File: config.mk
export PLATFORM = sky130hd
export DESIGN_NAME = fp_operand_deserializer
export DESIGN_NICKNAME = d
export VERILOG_FILES = /design/src/rtl/fp_operand_deserializer.sv
export SDC_FILE = /design/constraint.sdc
export NUM_CORES = 1
export LEC_CHECK = 0
export CAP_MARGIN = 20
export CORE_ASPECT_RATIO = 1.4
export CORE_UTILIZATION = 66
export DETAILED_ROUTE_END_ITERATION = 16
export DONT_BUFFER_PORTS = 1
export PLACE_DENSITY_LB_ADDON = 0.25
export RECOVER_POWER = 50
export SLEW_MARGIN = 40
export SYNTH_ARGS = -nofsm -noshare
export SYNTH_HDL_FRONTEND = slang
export SYNTH_SLANG_ARGS = --single-unit
File: constraint.sdc
create_clock -name clk -period 4.6 [get_ports clk]
set_input_delay 0.92 -clock clk [delete_from_list [all_inputs] [get_ports clk]]
set_output_delay 0.92 -clock clk [all_outputs]
set_load 0.01 [all_outputs]
File: src/rtl/fp_operand_deserializer.sv
// Byte-serial front end for the FP ALU core: gathers operand A, then operand B,
// one byte per accepted beat, and offers {op_a, op_b, opcode} on a valid/ready handshake.
module fp_operand_deserializer #(
  parameter bit MSB_FIRST = 1'b1,
  parameter int TIMEOUT   = 255,
  parameter int TW        = 8
) (
  input  logic        clk,
  input  logic        rst,
  input  logic [7:0]  in_byte,
  input  logic        in_valid,
  input  logic [1:0]  opcode_in,
  input  logic        start,
  output logic [31:0] op_a,
  output logic [31:0] op_b,
  output logic [1:0]  opcode,
  output logic        op_valid,
  input  logic        op_ready,
  output logic        busy,
  output logic [3:0]  state,
  output logic        err
);

  // Handshake: a transfer happens on a rising edge where op_valid && op_ready;
  // once op_valid rises it and the operand/opcode outputs stay put until that transfer.

  typedef enum logic [1:0] {
    IDLE   = 2'd0,
    LOAD_A = 2'd1,
    LOAD_B = 2'd2,
    ISSUE  = 2'd3
  } state_t;

  state_t          state_q, state_d;
  logic [31:0]     op_a_q, op_a_d;
  logic [31:0]     op_b_q, op_b_d;
  logic [1:0]      opcode_q, opcode_d;
  logic [1:0]      bcnt_q, bcnt_d;
  logic [TW-1:0]   tcnt_q, tcnt_d;
  logic            err_q, err_d;

  function automatic logic [31:0] shift_byte(input logic [31:0] cur, input logic [7:0] b);
    if (MSB_FIRST) return {cur[23:0], b};
    else           return {b, cur[31:8]};
  endfunction

  always_comb begin
    state_d  = state_q;
    op_a_d   = op_a_q;
    op_b_d   = op_b_q;
    opcode_d = opcode_q;
    bcnt_d   = bcnt_q;
    tcnt_d   = tcnt_q;
    err_d    = 1'b0;
    case (state_q)
      IDLE: begin
        if (start) begin
          opcode_d = opcode_in;
          bcnt_d   = 2'd0;
          tcnt_d   = '0;
          state_d  = LOAD_A;
        end
      end
      LOAD_A, LOAD_B: begin
        // A restart outranks any byte presented in the same cycle.
        if (start) begin
          err_d    = 1'b1;
          opcode_d = opcode_in;
          bcnt_d   = 2'd0;
          tcnt_d   = '0;
          state_d  = LOAD_A;
        end else if (in_valid) begin
          bcnt_d = bcnt_q + 2'd1;
          tcnt_d = '0;
          if (state_q == LOAD_A) op_a_d = shift_byte(op_a_q, in_byte);
          else                   op_b_d = shift_byte(op_b_q, in_byte);
          if (bcnt_q == 2'd3) state_d = (state_q == LOAD_A) ? LOAD_B : ISSUE;
        end else if (TIMEOUT != 0) begin
          if (tcnt_q == TW'(TIMEOUT)) begin
            err_d   = 1'b1;
            bcnt_d  = 2'd0;
            tcnt_d  = '0;
            state_d = IDLE;
          end else begin
            tcnt_d = tcnt_q + TW'(1);
          end
        end
      end
      ISSUE: begin
        if (op_ready) state_d = IDLE;
      end
      default: state_d = IDLE;
    endcase
  end

  always_ff @(posedge clk) begin
    if (rst) begin
      state_q  <= IDLE;
      op_a_q   <= '0;
      op_b_q   <= '0;
      opcode_q <= '0;
      bcnt_q   <= '0;
      tcnt_q   <= '0;
      err_q    <= 1'b0;
    end else begin
      state_q  <= state_d;
      op_a_q   <= op_a_d;
      op_b_q   <= op_b_d;
      opcode_q <= opcode_d;
      bcnt_q   <= bcnt_d;
      tcnt_q   <= tcnt_d;
      err_q    <= err_d;
    end
  end

  assign op_a     = op_a_q;
  assign op_b     = op_b_q;
  assign opcode   = opcode_q;
  assign op_valid = (state_q == ISSUE);
  assign busy     = (state_q != IDLE);
  assign state    = {2'b00, state_q};
  assign err      = err_q;

endmodule

==> impl_metrics.json, run 1 <==
{
  "dr_wl_met3_um": 455,
  "status": "complete, but fails checks",
  "clock_latency_ns": 0.35,
  "core_um2": 4309,
  "ys_seq_elements": 79,
  "synth_top_area_share_pct": 52.23,
  "ir_drop_mv": 0.2736,
  "cp-end-kind": "register",
  "worstSetupStartpointType": "primary input",
  "met1_length_um": 2258,
  "rows": 28,
  "power_density_nw_per_um2": 407.2,
  "synthesis.area_um2": 3028,
  "drive_above_1_share_pct": 6.504,
  "netlist_top_cells_area": "dfxtp_1, nand2_1, a21oi_1",
  "clock-sinks": 79,
  "post_cts_resize_count": 0,
  "drv_cap": 1,
  "cts_setup_buffers": 0,
  "place_congestion": 0.7666,
  "antenna_cells": 0,
  "highest_layer": "met4",
  "drc_errors": 0,
  "cts_tree": "done",
  "synth_top_cell_by_area": "dfxtp_1",
  "criticalPathCategory": "in -> reg",
  "clock_tree.buffer_depth": 2,
  "timing.fmax_mhz": 408.4,
  "hold_path.class": "reg -> reg",
  "dr_wl_met2_um": 3011,
  "dp.cells": 413,
  "cp.required_ns": 4.87,
  "grt_pass1_wl_um": 8859,
  "wl_per_cell_um": 13.64,
  "grt-ovfl-total": 0,
  "die_h_um": 82.14,
  "clock_skew_ns": 0.006084,
  "worst-path-max-fanout": 32,
  "drv_slew": 33,
  "p_leak_nw": 1.079,
  "antenna_left": 0,
  "initial_core_util_pct": 70.27,
  "period_share_pct": 53.23,
  "portBuffers": 0,
  "via_per_inst": 5.597,
  "slew_headroom_pct": -0.3829,
  "finalSetupViolations": 0,
  "yosysWarnings": 0,
  "root_buffer": "clkbuf_8",
  "final_cells": 429,
  "final.min_clock_period_ns": 2.448,
  "fin_tns_setup_ns": 0,
  "grt_usage_pct": 24.32,
  "grt_pass1_vias": 2003,
  "wl_um": 5852,
  "violations": "capacitance limit, slew limit",
  "die_area_um2": 4866,
  "nNetsFinal": 387,
  "drtPass1Iterations": 4,
  "place.detailed.hpwl_um": 3866,
  "vias": 2401,
  "grt_max_degree": 77,
  "hold_viol": 0,
  "tightest_slew_ns": 1.505,
  "rsz0062_at_grt": "no",
  "avgSynthCellArea_um2": 8.053,
  "drt_iter0_drc": 197,
  "grt_antenna_before_repair": 0,
  "holdWs_ns": 0.4781,
  "ios": 88,
  "cts_buffers": 9,
  "cp.arrival_ns": 2.72,
  "area_growth_pct": 5.868,
  "synth_cell_types": 35,
  "cts_hold_buf": 0,
  "dieWidth_um": 59.25,
  "cts.reportedPaths.clkPinSlew_ns": 0.07,
  "synth_seq_area_share_pct": 52.23,
  "synth_cells": 376,
  "htreeDepth": 3
}
==> routing by layer <==
layer,vias to the layer above,GRT usage (%)
met4,0,15.24
met2,72,39.33
met3,11,8.879
li1,1205,-
met1,1113,26.71
met5,-,0
==> final cells by class <==
cell class / count / area [µm²]
Sequential cell: 79 / 1582
Multi-Input combinational cell: 270 / 1336
Clock inverter: 6 / 60.06
Tap cell: 60 / 75.07
Clock buffer: 10 / 137.6
Fill cell: 354 / 1104
Inverter: 4 / 15.01
==> sequential cells by signal, summed over array words and instances (netlist names) <==
register	cells
tcnt_q	8
op_b	32
err	1
opcode	2
state_q	2
op_a	32
bcnt_q	2
==> critical path, cell delays in order <==
cell and delay [ns]:
nor2b_1 0.26, and2_0 1.19, nand2_1 0.15, a21oi_1 0.19
==> final timing paths <==
check | start | to | slack (ns) | cells after the start
max | in_valid | op_a[21] | 2.15 | 4
min | tcnt_q[1] | tcnt_q[1] | 0.48 | 2
max reg2reg | state_q[1] | op_a[21] | 2.28 | 5
min reg2reg | tcnt_q[1] | tcnt_q[1] | 0.48 | 2
==> cells in the final DEF, fill, tap and decap left out, types with 2 or more instances in the layout <==
master	n
a21oi_1	67
clkbuf_8	10
clkinv_2	3
clkinvlp_4	2
conb_1	2
dfxtp_1	79
ha_1	8
inv_1	4
mux2i_1	3
nand2_1	133
nand2_2	2
nand2b_1	2
nand3_1	3
nand4_1	2
nor2_1	11
nor2b_1	4
nor3_1	6
o21ai_0	3
o31ai_1	3
xnor2_1	4
xor2_1	2
==> cell usage after synthesis <==
| cell type | instances |
|---|---|
| nand2_1 | 135 |
| dfxtp_1 | 79 |
| a21oi_1 | 67 |
| clkbuf_1 | 11 |
| nor2_1 | 11 |
| ha_1 | 8 |
| buf_2 | 6 |
| nor3_1 | 6 |
| buf_1 | 5 |
| inv_1 | 4 |
| nor2b_1 | 4 |
| xnor2_1 | 4 |
| mux2i_1 | 3 |
| nand3_1 | 3 |
| o21ai_0 | 3 |
| o31ai_1 | 3 |
| and2_1 | 2 |
| buf_4 | 2 |
| nand2b_1 | 2 |
| nand4_1 | 2 |
| xor2_1 | 2 |
| a21o_1 | 1 |
| a31oi_1 | 1 |
| and3_2 | 1 |
| conb_1 | 1 |
| mux2_2 | 1 |
| nand3b_1 | 1 |
| nand4_2 | 1 |
| o21ba_2 | 1 |
| o21bai_1 | 1 |
| o221ai_1 | 1 |
| or3_1 | 1 |
| or3b_2 | 1 |
| or4_1 | 1 |
| or4b_1 | 1 |
==> kinds of logic (layout without fill, tap and decap cells) <==
logic type | count (synthesis) | in the layout | share of synthesized area, %
other cells | 1 | 2 | 0.1238
flops | 79 | 79 | 52.23
compound gates | 78 | 78 | 13.64
xor+xnor | 6 | 6 | 1.736
buf+inv | 28 | 20 | 3.967
mux | 4 | 4 | 1.364
simple gates | 172 | 172 | 23.64
fa+ha+maj | 8 | 8 | 3.306
==> stage by stage <==
stage	instance area, µm²	setup WS, ns	utilization, %	power (mW)
floorplan	3032	2.618	-	0.8103
global placement	3002	2.262	69.66	0.8155
detailed placement	3009	2.420	69.83	0.8196
CTS	3207	2.309	74.42	1.314
global route	3206	1.977	74.39	1.356
finish	3206	2.152	74.39	1.305
==> report_power, final <==
group	total, mW	switching, mW	internal, mW
sequential	0.713	0.0176	0.696
combinational	0.0902	0.0587	0.0315
clock	0.502	0.239	0.262
Power figures use the tool's default switching activity.
==> run 2, diff against run 1 <==
--- a/config.mk
+++ b/config.mk
@@ -7,7 +7,7 @@
 export LEC_CHECK = 0
 export CAP_MARGIN = 20
 export CORE_ASPECT_RATIO = 1.4
-export CORE_UTILIZATION = 66
+export CORE_UTILIZATION = 56
 export DETAILED_ROUTE_END_ITERATION = 16
 export DONT_BUFFER_PORTS = 1
 export PLACE_DENSITY_LB_ADDON = 0.25
==> constraint.sdc (replaced) <==
create_clock -name clk -period 2.25 [get_ports clk]
set_input_delay 0.45 -clock clk [delete_from_list [all_inputs] [get_ports clk]]
set_output_delay 0.45 -clock clk [all_outputs]
set_load 0.01 [all_outputs]
==> run 2 against run 1 <==
Net effect: the run now ends clean; register-to-register slack lost 2.0 ns; worst hold slack lost 0.31 ns; setup slack lost 1.9 ns; sequential share of layout area shrank 0.78 points; clock power grew 110%; non-clock buffer count grew 8; die area grew 17%; wire length grew 9.1%; critical path type is now reg -> reg.
==> impl_metrics.json, run 2 (synthesis results as in run 1) <==
{
  "status": "finished clean",
  "clock_latency_ns": 0.35,
  "cp.required_ns": 2.53,
  "finalSetupViolations": 0,
  "clock_tree.buffer_depth": 2,
  "ir_drop_mv": 0.6118,
  "grt_max_degree": 77,
  "drive_above_1_share_pct": 6.631,
  "fin_tns_setup_ns": 0,
  "portBuffers": 0,
  "grt_usage_pct": 22.69,
  "grt-ovfl-total": 0,
  "die_h_um": 89.01,
  "dieWidth_um": 64.15,
  "period_share_pct": 86.95,
  "antenna_cells": 0,
  "vias": 2395,
  "worstSetupStartpointType": "register",
  "cp_top_family": "simple AND/OR/NAND/NOR gates",
  "clock-sinks": 79,
  "root_buffer": "clkbuf_8",
  "p_leak_nw": 1.109,
  "hold_viol": 0,
  "post_cts_resize_count": 0,
  "grt_pass1_wl_um": 9894,
  "die_area_um2": 5709,
  "drt_iter0_drc": 231,
  "crit_chain": "inv_1 > ha_1 > or3b_2 > o21ba_2 > or4b_1 > a21oi_1",
  "criticalPathCategory": "reg -> reg",
  "cts.reportedPaths.clkPinSlew_ns": 0.07,
  "place.detailed.hpwl_um": 4207,
  "grt_antenna_before_repair": 0,
  "power_density_nw_per_um2": 830.2,
  "rows": 31,
  "rsz0062_at_grt": "no",
  "worst-path-max-fanout": 6,
  "wl_um": 6387,
  "cp-end-kind": "register",
  "wl_per_cell_um": 14.42,
  "initial_core_util_pct": 58.26,
  "cts_hold_buf": 0,
  "cpMaxStageDelayCell": "or4b_1",
  "final_cell_mix": "nand2_1, dfxtp_1, a21oi_1",
  "antenna_left": 0,
  "via_per_inst": 5.406,
  "cts_buffers": 9,
  "timing.fmax_mhz": 511.1,
  "cts_tree": "done",
  "drc_errors": 0,
  "area_growth_pct": 7.562,
  "htreeDepth": 3,
  "clock_skew_ns": 0.006708,
  "drv_cap": 0,
  "hold_path.class": "in -> reg",
  "final.min_clock_period_ns": 1.956,
  "slew_headroom_pct": 49.96,
  "grt_pass1_vias": 2215,
  "place_congestion": 0.7782,
  "final_common_cell": "nand2_1",
  "worst-path-buf-inv": 1,
  "nNetsFinal": 395,
  "core_um2": 5197,
  "drtPass1Iterations": 4,
  "drv_slew": 0,
  "slowest_delay_ns": 0.51,
  "cts_setup_buffers": 0,
  "power.total_mw": 2.704,
  "tightest_slew_ns": 0.7297,
  "cp.arrival_ns": 2.23,
  "ios": 88
}
[run 2: worst paths after layout]
| check | startpoint | to | slack, ns | depth (start not counted) |
|---|---|---|---|---|
| max | state_q[0] | bcnt_q[1] | 0.29 | 6 |
| max reg2reg | state_q[0] | bcnt_q[1] | 0.29 | 6 |
| min | rst | tcnt_q[6] | 0.17 | 1 |
| min reg2reg | tcnt_q[1] | tcnt_q[1] | 0.48 | 2 |
[run 2: layout make-up]
class                           instances  area, µm²
Timing Repair Buffer                    8      48.80
Fill cell                             473       1941
Tap cell                               66      82.58
Multi-Input combinational cell        270       1330
Clock buffer                           11      141.4
Clock inverter                          5      57.56
Inverter                                4      15.01
Sequential cell                        79       1582
[run 2: stage by stage]
step | worst slack (ns) | cell area, µm² | hold WS (ns) | cells | utilization (%)
after floorplan | 0.2679 | 3032 | 0.4491 | 377 | -
after global placement | 0.3864 | 3069 | 0.4580 | 427 | 59.05
after detailed placement | 0.3302 | 3069 | 0.4725 | 427 | 59.05
after CTS | 0.3004 | 3268 | 0.1506 | 443 | 62.88
after global routing | 0.1948 | 3257 | 0.1493 | 443 | 62.66
final | 0.2935 | 3257 | 0.1698 | 443 | 62.66
[run 2: metal layers]
layer | routed length [µm] | GRT usage [%] | vias up
met3 | 495 | 8.801 | 12
met2 | 3217 | 39.17 | 76
met5 | 0 | 0 | -
li1 | - | - | 1216
met4 | 157 | 11.52 | 0
met1 | 2517 | 24.21 | 1091
[run 2: power by group]
group | internal [mW] | switching [mW]
logic | 0.0702 | 0.133
clock network | 0.543 | 0.509
registers | 1.42 | 0.0260
total | 2.04 | 0.668
